### src/rtl/xz_cond_pkg.sv
// -----------------------------------------------------------------------------
// xz_cond_pkg
// Shared types and constants for the x/z input conditioning stage.
//   ch_state_t      : per-channel debounce FSM state
//   SYNC_STAGES_DEF : default synchroniser depth
//   DB_CYCLES_DEF   : default debounce qualification length
//   GLITCH_MAX      : saturation value of the rejected-glitch counter
//   glitch_sat_add  : saturating add used by the optional glitch counter
// -----------------------------------------------------------------------------
package xz_cond_pkg;

    typedef enum logic {
        ST_STABLE = 1'b0,
        ST_CHECK  = 1'b1
    } ch_state_t;

    localparam int SYNC_STAGES_DEF = 2;
    localparam int DB_CYCLES_DEF   = 16;

    localparam logic [7:0] GLITCH_MAX = 8'hFF;

    // Adds 0..2 to the counter and clamps at GLITCH_MAX instead of wrapping.
    function automatic logic [7:0] glitch_sat_add(input logic [7:0] cnt,
                                                  input logic [1:0] inc);
        logic [8:0] sum;
        sum = {1'b0, cnt} + {7'd0, inc};
        if (sum > {1'b0, GLITCH_MAX}) begin
            return GLITCH_MAX;
        end
        return sum[7:0];
    endfunction

endpackage

### src/rtl/xz_debounce_ch.sv
// -----------------------------------------------------------------------------
// xz_debounce_ch
// One conditioning channel: synchroniser, debounce FSM and counter, clean
// output flop, plus single-cycle status pulses for the top level.
// Ports:
//   clk           in   system clock
//   rst           in   asynchronous active-low reset
//   raw           in   unsynchronised input level
//   clean         out  debounced level (direct flop output)
//   upd           out  high in the cycle before the edge on which clean changes
//   glitch        out  high in the cycle before the edge on which a pending
//                      change is abandoned (CHECK -> STABLE without update)
//   check_nxt     out  FSM will be in ST_CHECK after the next edge
// -----------------------------------------------------------------------------
module xz_debounce_ch
    import xz_cond_pkg::*;
#(
    parameter int SYNC_STAGES = SYNC_STAGES_DEF,
    parameter int DB_CYCLES   = DB_CYCLES_DEF
) (
    input  logic clk,
    input  logic rst,
    input  logic raw,
    output logic clean,
    output logic upd,
    output logic glitch,
    output logic check_nxt
);

    localparam int CNT_W = $clog2(DB_CYCLES + 1);
    localparam logic [CNT_W-1:0] CNT_LAST = CNT_W'(DB_CYCLES - 1);
    localparam logic [CNT_W-1:0] CNT_ONE  = CNT_W'(1);

    logic [SYNC_STAGES-1:0] sync_q, sync_d;
    ch_state_t              state_q, state_d;
    logic [CNT_W-1:0]       cnt_q, cnt_d;
    logic                   clean_q, clean_d;
    logic                   s;

    // Oldest synchroniser stage is the only one the FSM may look at.
    assign sync_d = {sync_q[SYNC_STAGES-2:0], raw};
    assign s      = sync_q[SYNC_STAGES-1];

    always_comb begin
        state_d = state_q;
        cnt_d   = cnt_q;
        clean_d = clean_q;
        case (state_q)
            ST_STABLE: begin
                cnt_d = '0;
                if (s != clean_q) begin
                    // A one-cycle qualification window means the first
                    // differing sample is already sufficient.
                    if (DB_CYCLES == 1) begin
                        clean_d = s;
                    end else begin
                        state_d = ST_CHECK;
                        cnt_d   = CNT_ONE;
                    end
                end
            end
            ST_CHECK: begin
                if (s == clean_q) begin
                    state_d = ST_STABLE;
                    cnt_d   = '0;
                end else if (cnt_q == CNT_LAST) begin
                    clean_d = s;
                    state_d = ST_STABLE;
                    cnt_d   = '0;
                end else begin
                    cnt_d = cnt_q + CNT_ONE;
                end
            end
        endcase
    end

    always_ff @(posedge clk or negedge rst) begin
        if (!rst) begin
            sync_q  <= '0;
            state_q <= ST_STABLE;
            cnt_q   <= '0;
            clean_q <= 1'b0;
        end else begin
            sync_q  <= sync_d;
            state_q <= state_d;
            cnt_q   <= cnt_d;
            clean_q <= clean_d;
        end
    end

    assign clean     = clean_q;
    assign upd       = (clean_d != clean_q);
    assign glitch    = (state_q == ST_CHECK) && (s == clean_q);
    assign check_nxt = (state_d == ST_CHECK);

endmodule

### src/rtl/xz_input_cond.sv
// -----------------------------------------------------------------------------
// xz_input_cond
// Conditions the raw x/z levels for the downstream x/z state machine: each
// input is synchronised and debounced independently, and the clean levels are
// presented together with a change strobe and a busy flag.
// Optional build macro: XZ_COND_GLITCH_CNT_EN adds a saturating 8-bit count of
// rejected glitches on output glitch_cnt.
// Ports:
//   clk         in   system clock
//   rst         in   asynchronous active-low reset
//   x_raw       in   unsynchronised x
//   z_raw       in   unsynchronised z
//   x           out  clean debounced x
//   z           out  clean debounced z
//   xz_chg      out  one-cycle pulse after x and/or z changed
//   busy        out  either channel is qualifying a pending change
//   glitch_cnt  out  rejected-glitch count (XZ_COND_GLITCH_CNT_EN only)
// -----------------------------------------------------------------------------
module xz_input_cond
    import xz_cond_pkg::*;
#(
    parameter int SYNC_STAGES = SYNC_STAGES_DEF,
    parameter int DB_CYCLES   = DB_CYCLES_DEF
) (
    input  logic       clk,
    input  logic       rst,
    input  logic       x_raw,
    input  logic       z_raw,
    output logic       x,
    output logic       z,
    output logic       xz_chg,
`ifdef XZ_COND_GLITCH_CNT_EN
    output logic       busy,
    output logic [7:0] glitch_cnt
`else
    output logic       busy
`endif
);

    logic upd_x, upd_z;
    logic glitch_x, glitch_z;
    logic chk_x, chk_z;
    logic xz_chg_q, xz_chg_d;
    logic busy_q, busy_d;

    xz_debounce_ch #(
        .SYNC_STAGES (SYNC_STAGES),
        .DB_CYCLES   (DB_CYCLES)
    ) u_ch_x (
        .clk       (clk),
        .rst       (rst),
        .raw       (x_raw),
        .clean     (x),
        .upd       (upd_x),
        .glitch    (glitch_x),
        .check_nxt (chk_x)
    );

    xz_debounce_ch #(
        .SYNC_STAGES (SYNC_STAGES),
        .DB_CYCLES   (DB_CYCLES)
    ) u_ch_z (
        .clk       (clk),
        .rst       (rst),
        .raw       (z_raw),
        .clean     (z),
        .upd       (upd_z),
        .glitch    (glitch_z),
        .check_nxt (chk_z)
    );

    // Both strobes are registered from the channels' next-state view so they
    // line up with the clean outputs and the FSM states they describe.
    always_comb begin
        xz_chg_d = upd_x | upd_z;
        busy_d   = chk_x | chk_z;
    end

    always_ff @(posedge clk or negedge rst) begin
        if (!rst) begin
            xz_chg_q <= 1'b0;
            busy_q   <= 1'b0;
        end else begin
            xz_chg_q <= xz_chg_d;
            busy_q   <= busy_d;
        end
    end

    assign xz_chg = xz_chg_q;
    assign busy   = busy_q;

`ifdef XZ_COND_GLITCH_CNT_EN
    logic [7:0] glitch_cnt_q, glitch_cnt_d;

    // Simultaneous aborts on both channels count twice.
    always_comb begin
        glitch_cnt_d = glitch_sat_add(glitch_cnt_q,
                                      {glitch_x & glitch_z, glitch_x ^ glitch_z});
    end

    always_ff @(posedge clk or negedge rst) begin
        if (!rst) begin
            glitch_cnt_q <= 8'd0;
        end else begin
            glitch_cnt_q <= glitch_cnt_d;
        end
    end

    assign glitch_cnt = glitch_cnt_q;
`else
    logic unused_glitch;
    assign unused_glitch = glitch_x ^ glitch_z;
`endif

endmodule
### config.mk
export PLATFORM = sky130hd
export DESIGN_NAME = xz_input_cond
export DESIGN_NICKNAME = d
export VERILOG_FILES = /design/src/rtl/xz_cond_pkg.sv /design/src/rtl/xz_debounce_ch.sv /design/src/rtl/xz_input_cond.sv
export SDC_FILE = /design/constraint.sdc
export NUM_CORES = 1
export LEC_CHECK = 0
export ABC_AREA = 1
export BUFFER_PORTS_ARGS = -buffer_cell sky130_fd_sc_hd__buf_4
export CELL_PAD_IN_SITES_DETAIL_PLACEMENT = 1
export CELL_PAD_IN_SITES_GLOBAL_PLACEMENT = 2
export CORE_UTILIZATION = 37
export DETAILED_ROUTE_END_ITERATION = 16
export PLACE_DENSITY = 0.8
export SLEW_MARGIN = 30
export SYNTH_ARGS = -nofsm -noshare
export SYNTH_HDL_FRONTEND = slang
export SYNTH_HIERARCHICAL = 1
export SYNTH_SLANG_ARGS = --single-unit
### constraint.sdc
create_clock -name clk -period 1.7 [get_ports clk]
set_input_delay 0.17 -clock clk [delete_from_list [all_inputs] [get_ports clk]]
set_output_delay 0.17 -clock clk [all_outputs]
set_load 0.02 [all_outputs]
==> key figures, run 1 <==
Clock tree
  – H-tree levels: 1
  – Worst-Skew Late Latency: 300 ps
  – Clock buffer count from CTS: 3
  – CTS tree: yes
  – Worst-path clk slew: 120 ps
  – Clk sinks: 20
  – Post-CTS Setup Inserts: 0
  – Root Buffer: clkbuf_4
  – Clk buf depth: 2

Final layout
  – Fill count: 265
  – Layout cells sized above 1: 0.217
  – N_diodes: 0
  – Post-Route Utilization: 0.469
  – # nets final: 113
  – Fin area: 0.00105 mm²
  – Final instance count without filler cells: 134
  – Synth-to-layout area growth: 19.4%

STA
  – Final Max Slew Viols: 0
  – Setup tns final: 0 ps
  – Fin Clk Skew: 8.28 ps
  – Fin. Hold Viols: 0
  – Min Tclk post-route: 1260 ps
  – Slew margin rel.: 0.830
  – Max Freq: 795 MHz
  – RSZ-0062 raised after global routing: no
  – Final setup viols: 0
  – Final Cycle Share: 0.740
  – Worst Max-Slew Pin Slew: 255 ps

Logic synthesis
  – Mean Syn Cell Area: 9.55 µm²
  – Syn Std Cell Area: 878 µm²
  – Yosys warning total: 6
  – Post-Synthesis Cells: 92
  – Synth Net Count: 98

Setup path
  – Worst EP arrival: 1470 ps
  – Endpoint type of the worst setup path: flip-flop
  – Setup CP Type: reg2reg
  – CP startpoint kind: flip-flop
  – WP data required: 1910 ps
  – CP max FO: 4

Routing
  – Antenna viol nets, final: 0
  – DR DRC count: 0
  – First drt pass iteration count: 2
  – Highest routed layer: met4
  – Routed WL: 1500 µm
  – Routed len/inst: 11.2 µm
  – Iter 0 DRT Violations: 3
  – Vias: 624
  – Wire length on met3: 53 µm
  – Met2 Wirelength: 739 µm
  – Met1 Wirelength: 694 µm
  – Via/cell ratio: 4.66

Global routing
  – First-pass GRT wire length: 2840 µm
  – Initial antenna violation count: 0
  – GRT overflow: 0
  – Gr usage total: 0.154
  – Number of global-route vias before repair: 628
  – Pin count of the biggest net entering global routing: 21

Power
  – Power density over the cells: 900 mW/mm²
  – Psw: 0.192 mW
  – Sequential share of power: 0.534
  – Peak supply drop: 0.593 mV
  – Share of total power in the clock network: 0.409
  – Combinational power share: 0.057
  – Switching share of power: 0.204
  – Leak: 0.522 nW
  – Power Internal: 0.752 mW

Status
  – Status: finished clean

Placement
  – Hpwl dp: 1140 µm
  – Number of port buffers: 7
  – Dpl cell area: 966 µm²
  – Final GP Congestion: 0.698
  – Placed cells: 127

Worst hold path
  – Hold Crit Class: in2async

Floorplan
  – Core region area: 0.00223 mm²
  – Die height: 50.7 µm
  – IO Pins: 8
  – Die Wd: 50.7 µm
  – Die area: 0.00257 mm²
  – Row count: 17
  – Initial core utilization: 0.393

Flow run
  – Maxcap violations: 0
worst paths after layout:
| check | endpoint | slack (ps) | from | cells past startpoint |
|---|---|---|---|---|
| min reg2reg | u_ch_z/sync_q[1]$_DFF_PN0_ | 370 | u_ch_z/sync_q[0]$_DFF_PN0_ | 0 |
| max in group asynchronous | u_ch_z/cnt_q[3]$_DFF_PN0_ | 1220 | rst | 2 |
| max reg2reg | busy$_DFF_PN0_ | 440 | u_ch_x/cnt_q[0]$_DFF_PN0_ | 8 |
| min | u_ch_x/sync_q[0]$_DFF_PN0_ | 260 | rst | 2 |
| min in group clk | u_ch_z/sync_q[1]$_DFF_PN0_ | 370 | u_ch_z/sync_q[0]$_DFF_PN0_ | 0 |
| max | busy$_DFF_PN0_ | 440 | u_ch_x/cnt_q[0]$_DFF_PN0_ | 8 |
cells in the final DEF (no fill, tap or decap):
cell           count
clkbuf_4           3
dlygate4sd3_1      3
nand4_1            4
nand2_1           18
nand2_2            4
o21ai_0            2
inv_1             16
nor2_4             4
nand3_2            4
dfrtp_1           20
nor2_1            14
bufinv_16          1
nand3_1            2
ha_1               2
buf_4              7
xnor2_1            2
power by group through the flow:
stage	Clock, mW	Sequential [mW]	Combinational [mW]
floorplan	0	0.511	0.0262
global placement	0	0.512	0.0492
detailed placement	0	0.513	0.0502
CTS	0.400	0.504	0.0559
global route	0.419	0.506	0.0641
finish	0.386	0.504	0.0539
registers in the layout, summed over array words and instances, names as in the netlist:
| name | cells |
|---|---|
| u_ch_z/clean | 1 |
| xz_chg | 1 |
| u_ch_x/state_q | 1 |
| u_ch_z/state_q | 1 |
| u_ch_z/cnt_q | 5 |
| busy | 1 |
| u_ch_z/sync_q | 2 |
| u_ch_x/cnt_q | 5 |
| u_ch_x/clean | 1 |
| u_ch_x/sync_q | 2 |
per-stage QoR:
step	setup slack (ps)	hold WS, ps	power (mW)
detailed placement	443	66.0	0.563
global route	330	293	0.989
finish	443	264	0.944
CTS	422	267	0.960
global placement	464	64.9	0.562
floorplan	580	-126	0.538
cell type report:
cell class | count | area [µm²] | area share
Timing Repair Buffer | 10 | 82.6 | 0.0788
Sequential cell | 20 | 500 | 0.477
Clock buffer | 3 | 22.5 | 0.0215
Clock inverter | 1 | 30.0 | 0.0286
Inverter | 16 | 60.1 | 0.0573
Tap cell | 28 | 35.0 | 0.0334
Multi-Input combinational cell | 56 | 318 | 0.303
critical path, cell delays in order, from the launching register on:
cell	delay (ps)
dfrtp_1	420
ha_1	210
nand2_2	90
nor2_4	120
nand3_2	80
nand2_1	90
inv_1	60
inv_1	50
nand2_1	40
timing repair:
item | in CTS | in global routing
setup endpoints to repair | 0 | 0
gates resized for setup | 0 | 0
hold endpoints to repair | 22 | 0
hold buffers | 3 | 0
routing by layer:
metal / global-route usage / vias to the layer above
li1: - / 308
met1: 0.190 / 306
met2: 0.247 / 8
met3: 0.0636 / 2
met4: 0.0417 / 0
met5: 0 / -
(Power assumes the default switching activity.)
==> run 2: changes to the inputs <==
--- a/config.mk
+++ b/config.mk
@@ -5,13 +5,13 @@
 export SDC_FILE = /design/constraint.sdc
 export NUM_CORES = 1
 export LEC_CHECK = 0
-export ABC_AREA = 1
+export ABC_AREA = 0
 export BUFFER_PORTS_ARGS = -buffer_cell sky130_fd_sc_hd__buf_4
 export CELL_PAD_IN_SITES_DETAIL_PLACEMENT = 1
 export CELL_PAD_IN_SITES_GLOBAL_PLACEMENT = 2
-export CORE_UTILIZATION = 37
+export CORE_UTILIZATION = 33
 export DETAILED_ROUTE_END_ITERATION = 16
-export PLACE_DENSITY = 0.8
+export PLACE_DENSITY = 0.7
 export SLEW_MARGIN = 30
 export SYNTH_ARGS = -nofsm -noshare
 export SYNTH_HDL_FRONTEND = slang
==> constraint.sdc (replaced) <==
create_clock -name clk -period 1.09 [get_ports clk]
set_input_delay 0.109 -clock clk [delete_from_list [all_inputs] [get_ports clk]]
set_output_delay 0.109 -clock clk [all_outputs]
set_load 0.02 [all_outputs]
==> run 2 against run 1 <==
Compared with the run above: clock skew fell by 3.0 ps; critical path type unchanged; synthesized cell count fell by 35%; cell count fell by 8.2%; global-route usage rose by 1.0 points; non-clock buffer count rose by 21; wire length rose by 20%; clock-buffer cell count rose by 1; via count fell by 9.8%; worst setup slack got worse by 690 ps; the flow now finishes with violations (negative setup slack); fmax fell by 6.0%; sequential cell count did not move; die area did not move.
==> key figures, run 2 <==
Clock tree
  – Clk buf depth: 2 (unchanged)
  – Worst-Skew Late Latency: 300 ps (about the same)
  – H-tree levels: 1 (unchanged)
  – Clk sinks: 20 (unchanged)
  – CTS tree: yes
  – Root Buffer: clkbuf_4
  – Clock buffer count from CTS: 3 (unchanged)
  – Worst-path clk slew: 110 ps (about the same)

Global routing
  – Initial antenna violation count: 0 (unchanged)
  – GRT overflow: 0 (unchanged)
  – First-pass GRT wire length: 2980 µm (+5.1%)
  – Gr usage total: 0.164 (+0.0104)
  – Number of global-route vias before repair: 649 (+3.3%)
  – Pin count of the biggest net entering global routing: 21 (unchanged)

Routing
  – Iter 0 DRT Violations: 0 (-3)
  – Antenna viol nets, final: 0 (unchanged)
  – Vias: 563 (-9.8%)
  – Routed WL: 1800 µm (+20%)
  – Routed len/inst: 14.6 µm (+30%)
  – Via/cell ratio: 4.58 (-1.7%)
  – DR DRC count: 0 (unchanged)
  – First drt pass iteration count: 1 (-1)

Setup path
  – WP data required: 1280 ps (-630 ps)
  – Setup CP Type: reg2reg
  – Worst r2r path cells: 5 (-3)
  – R2r startpoint: u_ch_z/cnt_q[1]$_DFF_PN0_
  – Critical Path Max Stage Delay: 370 ps (-50 ps)
  – Critical path launch point: u_ch_z/cnt_q[1]$_DFF_PN0_
  – Crit-path slowest cell: dfrtp_1
  – Flop-to-flop setup slack: -250 ps (-690 ps)
  – Worst reg2reg endpoint: busy$_DFF_PN0_
  – Crit-path cells: ha_2 > and4b_4 > nand2_4 > and2_4 > or2_1
  – Endpoint type of the worst setup path: flip-flop
  – CP startpoint kind: flip-flop
  – Worst EP arrival: 1530 ps (+60 ps)
  – Setup crit end: busy$_DFF_PN0_
  – CP max FO: 2 (-2)

Final layout
  – Final instance count without filler cells: 123 (-8.2%)
  – Largest regs: u_ch_x/cnt_q x5, u_ch_z/cnt_q x5
  – N_diodes: 0 (unchanged)
  – Fill count: 231 (-13%)
  – Commonest non-fill, non-tap cells in the layout: dfrtp_1, buf_4, buf_6
  – Fin area: 0.00125 mm² (+19%)
  – # nets final: 102 (-9.7%)
  – Synth-to-layout area growth: 59.1%
  – Layout cells sized above 1: 0.632 (+0.415)

Power
  – Power density over the cells: 1010 mW/mm² (+12%)
  – Peak supply drop: 0.843 mV (+42%)
  – Leak: 0.562 nW (+7.7%)
  – Power Total: 1.26 mW (+34%)

Logic synthesis
  – Mean Syn Cell Area: 13.1 µm² (+37%)
  – Yosys warning total: 6 (unchanged)
  – Synth Net Count: 66 (-33%)
  – Post-Synthesis Cells: 60 (-35%)
  – Syn Std Cell Area: 783 µm² (-11%)

STA
  – Slew margin rel.: 0.829 (-0.00118)
  – Fin. Hold Viols: 0 (unchanged)
  – Final Max Slew Viols: 0 (unchanged)
  – Final setup viols: 14 (+14)
  – Min Tclk post-route: 1340 ps (+80.4 ps)
  – Fin Clk Skew: 5.31 ps (-2.97 ps)
  – RSZ-0062 raised after global routing: yes
  – Worst Max-Slew Pin Slew: 257 ps (+1.77 ps)
  – Max Freq: 748 MHz (-6.0%)
  – Setup tns final: -1780 ps (-1780 ps)
  – Final worst slack: -248 ps (-690 ps)
  – Final Cycle Share: 1.23 (+0.488)

Worst hold path
  – Hold Crit Class: in2async

Floorplan
  – Die Wd: 50.7 µm (unchanged)
  – Core region area: 0.00223 mm² (unchanged)
  – Row count: 17 (unchanged)
  – Initial core utilization: 0.351 (-0.0426)
  – Die area: 0.00257 mm² (unchanged)
  – IO Pins: 8 (unchanged)
  – Die height: 50.7 µm (unchanged)

Status
  – Status: finished with violations
  – Failing checks: negative setup slack

Placement
  – Hpwl dp: 1030 µm (-9.8%)
  – Dpl cell area: 0.00100 mm² (+3.6%)
  – Placed cells: 111 (-13%)
  – Number of port buffers: 7 (unchanged)
  – Final GP Congestion: 0.707 (+1.3%)

Flow run
  – Maxcap violations: 0 (unchanged)
==> run 2: cell count changes in the layout (fill, tap and decap cells not counted), sizes merged, moves of 4 or more <==
cell / change
nand4: -4
inv: -16
buf: +21
nor2: -14
xor2: +4
and2: +4
nand2: -16
nor3: +4
==> run 2: worst min path at each step <==
| stage | start | endpoint | slack (ps) | cells after the start |
|---|---|---|---|---|
| after global placement | rst | u_ch_z/sync_q[0]$_DFF_PN0_ | 0.3 | 1 |
| final | rst | u_ch_z/sync_q[0]$_DFF_PN0_ | 220 | 2 |
| after CTS | rst | u_ch_z/sync_q[0]$_DFF_PN0_ | 200 | 2 |
| after floorplan | rst | busy$_DFF_PN0_ | -190 | 0 |
| after global routing | rst | u_ch_z/cnt_q[4]$_DFF_PN0_ | 230 | 2 |
| after detailed placement | rst | u_ch_z/sync_q[0]$_DFF_PN0_ | -2 | 1 |
==> run 2: critical path, delay by kind of cell, from the launching register on <==
kind          cells  cell delay, ps
flops             1             370
fa+ha+maj         1             190
simple gates      4             670
==> run 2: final cells by class <==
class / instances / area, µm² / area share
clock buffers: 4 / 26.3 / 0.0211
multi-input cells: 40 / 404 / 0.324
flip-flops and latches: 20 / 503 / 0.404
well taps: 28 / 35.0 / 0.0281
repair buffers: 31 / 278 / 0.223
==> run 2: through the flow <==
stage	setup slack [ps]	utilization	hold WS (ps)
after floorplan	-220	-	-187
after global placement	-213	0.448	0.252
after detailed placement	-225	0.448	-1.74
after CTS	-237	0.512	202
after global routing	-319	0.558	234
final	-248	0.558	218
==> run 2: metal layers <==
layer	track usage	part of all wire	vias up
met2	0.282	0.59	5
li1	-	-	271
met1	0.196	0.39	285
met4	0.0833	0.0078	0
met3	0.0273	0.014	2
met5	0	0	-
==> run 2: where the power goes <==
part	internal [mW]	switching (mW)	total, mW	leakage (nW)
clock network	0.142	0.218	0.360	0.0150
registers	0.764	0.0179	0.782	0.254
logic	0.0635	0.0544	0.118	0.293
==> run 2: repair_timing <==
| item | 4_1_cts | 5_1_grt |
|---|---|---|
| gates cloned | 0 | 0 |
| resized for setup | 16 | 18 |
| pin swaps | 10 | 11 |
| hold buffers | 3 | 0 |
| hold endpoints to repair | 22 | 0 |
| setup endpoints to repair | 18 | 17 |
| setup buffers | 3 | 6 |
==> run 3: changes to the inputs <==
--- a/config.mk
+++ b/config.mk
@@ -9,11 +9,10 @@
 export BUFFER_PORTS_ARGS = -buffer_cell sky130_fd_sc_hd__buf_4
 export CELL_PAD_IN_SITES_DETAIL_PLACEMENT = 1
 export CELL_PAD_IN_SITES_GLOBAL_PLACEMENT = 2
-export CORE_UTILIZATION = 33
+export CORE_UTILIZATION = 34
 export DETAILED_ROUTE_END_ITERATION = 16
-export PLACE_DENSITY = 0.7
+export PLACE_DENSITY = 0.72
 export SLEW_MARGIN = 30
 export SYNTH_ARGS = -nofsm -noshare
 export SYNTH_HDL_FRONTEND = slang
-export SYNTH_HIERARCHICAL = 1
 export SYNTH_SLANG_ARGS = --single-unit
==> run 3 against run 2 <==
Compared with the run above: the flow still finishes with violations (negative setup slack); critical path depth decreased by 1; global-route usage decreased by 0.14 points; sequential cell count unchanged; via count increased by 1.2%; combinational power about the same; core utilization decreased by 1.8 points; synthesized cell count unchanged; sequential share of layout area increased by 2.1 points; power decreased by 1.2%.
==> key figures, run 3 <==
Setup path
  – Crit-path slowest cell: dfrtp_1
  – R2r startpoint: u_ch_z.cnt_q[1]$_DFF_PN0_
  – Critical path launch point: u_ch_z.cnt_q[1]$_DFF_PN0_
  – Worst path top cell family by delay: flip-flops
  – WP data required: 1280 ps (about the same)
  – Critical Path Max Stage Delay: 400 ps (+30 ps)
  – Buf+Inv Stages, Crit Path: 0 (unchanged)
  – Endpoint type of the worst setup path: flip-flop
  – CP startpoint kind: flip-flop
  – CP max FO: 4 (+2)
  – Crit-path cells: ha_2 > and4b_2 > nand2_2 > mux2_4
  – Worst EP arrival: 1500 ps (-30 ps)
  – Setup CP Type: reg2reg

Final layout
  – Most common cell after layout, fill and taps aside: buf_4
  – Largest regs: u_ch_x.cnt_q x5, u_ch_z.cnt_q x5
  – # nets final: 101 (-0.98%)
  – Synth-to-layout area growth: 51.2%
  – Fill count: 229 (-0.87%)
  – Final instance count without filler cells: 122 (-0.81%)
  – Fin area: 0.00118 mm² (-5.1%)
  – N_diodes: 0 (unchanged)
  – Layout cells sized above 1: 0.543 (-0.0890)
  – Commonest non-fill, non-tap cells in the layout: buf_4, dfrtp_1, nand2_1, nand3_1, buf_6

Placement
  – Number of port buffers: 7 (unchanged)
  – Placed cells: 111 (unchanged)
  – Dpl cell area: 1000 µm² (-0.12%)
  – Hpwl dp: 1130 µm (+10%)
  – Pre-CTS setup slack: -223 ps (+2.51 ps)
  – Final GP Congestion: 0.708 (about the same)

Logic synthesis
  – Cell type contributing the most total cell area after synthesis: dfrtp_1
  – Synth cell count leaders: dfrtp_1, nand2_1, nand3_1, nor2_1
  – Register bit count reported by yosys: 20
  – Most frequent cell after synthesis: dfrtp_1
  – Primary FF master, synth: dfrtp_1
  – Post-Synthesis Cells: 60 (unchanged)
  – Sequential area share after synthesis: 0.640
  – Syn Std Cell Area: 782 µm² (-0.16%)
  – Mean Syn Cell Area: 13.0 µm² (-0.16%)
  – Library cells used by synthesis: 25
  – Yosys top cell area share: 0.640
  – Synth top area cells: dfrtp_1, xnor2_1, ha_1, nand3_1, nand2_1
  – Yosys warning total: 0 (-6)
  – Post-synth EDFFs: 0
  – Synth Net Count: 66 (unchanged)
  – Asr flop ratio synth: 1.00

Routing
  – Iter 0 DRT Violations: 1 (+1)
  – DR DRC count: 0 (unchanged)
  – First drt pass iteration count: 4 (+3)
  – Antenna viol nets, final: 0 (unchanged)
  – Via/cell ratio: 4.67 (+2.1%)
  – Routed WL: 1620 µm (-10%)
  – Routed len/inst: 13.3 µm (-9.4%)
  – Vias: 570 (+1.2%)

STA
  – Final setup viols: 12 (-2)
  – Min Tclk post-route: 1320 ps (-20.1 ps)
  – Final Max Slew Viols: 0 (unchanged)
  – Max Freq: 759 MHz (+1.5%)
  – Final Cycle Share: 1.21 (-0.0184)
  – Fin. Hold Viols: 0 (unchanged)
  – Final worst slack: -227 ps (+20.1 ps)
  – Fin Clk Skew: 9.80 ps (+4.48 ps)
  – Slew margin rel.: 0.788 (-0.0407)
  – RSZ-0062 raised after global routing: yes
  – Worst Max-Slew Pin Slew: 318 ps (+61.1 ps)

Power
  – Peak supply drop: 0.829 mV (-1.7%)
  – Leak: 0.543 nW (-3.4%)
  – Power Total: 1.25 mW (-1.2%)
  – Power density over the cells: 1050 mW/mm² (+4.2%)

Worst hold path
  – Hold Crit Class: in2async

Global routing
  – Met3 usage: 0.0370 (+0.00976)
  – GRT overflow: 0 (unchanged)
  – Pin count of the biggest net entering global routing: 21 (unchanged)
  – Initial antenna violation count: 0 (unchanged)
  – M1 GR Usage: 0.197 (+0.000697)
  – Grt peak-use layer: met2
  – GR Util met2: 0.268 (-0.0142)
  – Number of global-route vias before repair: 645 (-0.62%)
  – Gr usage total: 0.163 (-0.00136)
  – First-pass GRT wire length: 2860 µm (-3.9%)

Clock tree
  – Worst-path clk slew: 110 ps (about the same)
  – Clk sinks: 20 (unchanged)
  – CTS tree: yes
  – H-tree levels: 1 (unchanged)
  – Root Buffer: clkbuf_4
  – Clk buf depth: 2 (unchanged)
  – Clock buffer count from CTS: 3 (unchanged)
  – Worst-Skew Late Latency: 290 ps (about the same)

Floorplan
  – Die area: 0.00250 mm² (-3.0%)
  – Row count: 17 (unchanged)
  – IO Pins: 8 (unchanged)
  – Die Wd: 50.0 µm (-1.5%)
  – Die height: 50.0 µm (-1.5%)
  – Initial core utilization: 0.357 (+0.00624)
  – Core region area: 0.00219 mm² (-1.9%)

Flow run
  – Maxcap violations: 0 (unchanged)

Status
  – Failing checks: negative setup slack
  – Status: finished with violations
## run 3: logic make-up after synthesis
kind of cell | synth area share
AOI/OAI and AO/OA | 0.0560
DFF | 0.640
adders and majority gates | 0.0320
xor gates and xnor gates | 0.0560
muxes | 0.0336
and+or+nand+nor | 0.182
## run 3: path summary, 6_finish.rpt
kind	slack, ps	depth (start not counted)	endpoint
setup / recovery	-230	4	u_ch_z.clean$_DFF_PN0_
hold / removal	220	2	u_ch_z.cnt_q[3]$_DFF_PN0_
setup reg to reg	-230	4	u_ch_z.clean$_DFF_PN0_
hold reg to reg	360	0	u_ch_x.sync_q[1]$_DFF_PN0_
max in group asynchronous	650	2	u_ch_z.clean$_DFF_PN0_
min in group clk	360	0	u_ch_x.sync_q[1]$_DFF_PN0_
## run 3: per-stage QoR
step / utilization / hold WS, ps / setup TNS, ps
floorplan: - / -187 / -491
global placement: 0.456 / 4.98 / -654
detailed placement: 0.456 / 1.46 / -1000
CTS: 0.522 / 223 / -1050
global route: 0.540 / 222 / -2090
finish: 0.540 / 217 / -1190
## run 3: per-layer routing
| layer | share of wire | vias up |
|---|---|---|
| met5 | 0 | - |
| met4 | 0.0099 | 0 |
| met3 | 0.021 | 2 |
| met2 | 0.54 | 6 |
| met1 | 0.43 | 288 |
| li1 | - | 274 |
## run 3: where the power goes
group	internal (mW)	total [mW]	switching (mW)
combinational	0.0644	0.116	0.0517
sequential	0.764	0.785	0.0203
clock	0.142	0.345	0.203
total	0.971	1.25	0.275
## run 3: area by class of cell
class / count / area, µm² / area share
Clock buffer: 4 / 26.3 / 0.0222
Tap cell: 28 / 35.0 / 0.0296
Multi-Input combinational cell: 40 / 372 / 0.314
Timing Repair Buffer: 30 / 248 / 0.210
Sequential cell: 20 / 502 / 0.424
## run 3: what timing repair did
item / in CTS / in global routing
buffers inserted: 3 / 2
pin swaps: 2 / 6
endpoints found under the hold margin: 22 / 0
gates resized for setup: 14 / 7
endpoints found under the setup margin: 16 / 16
cloned: 0 / 0
hold buffers: 3 / 0
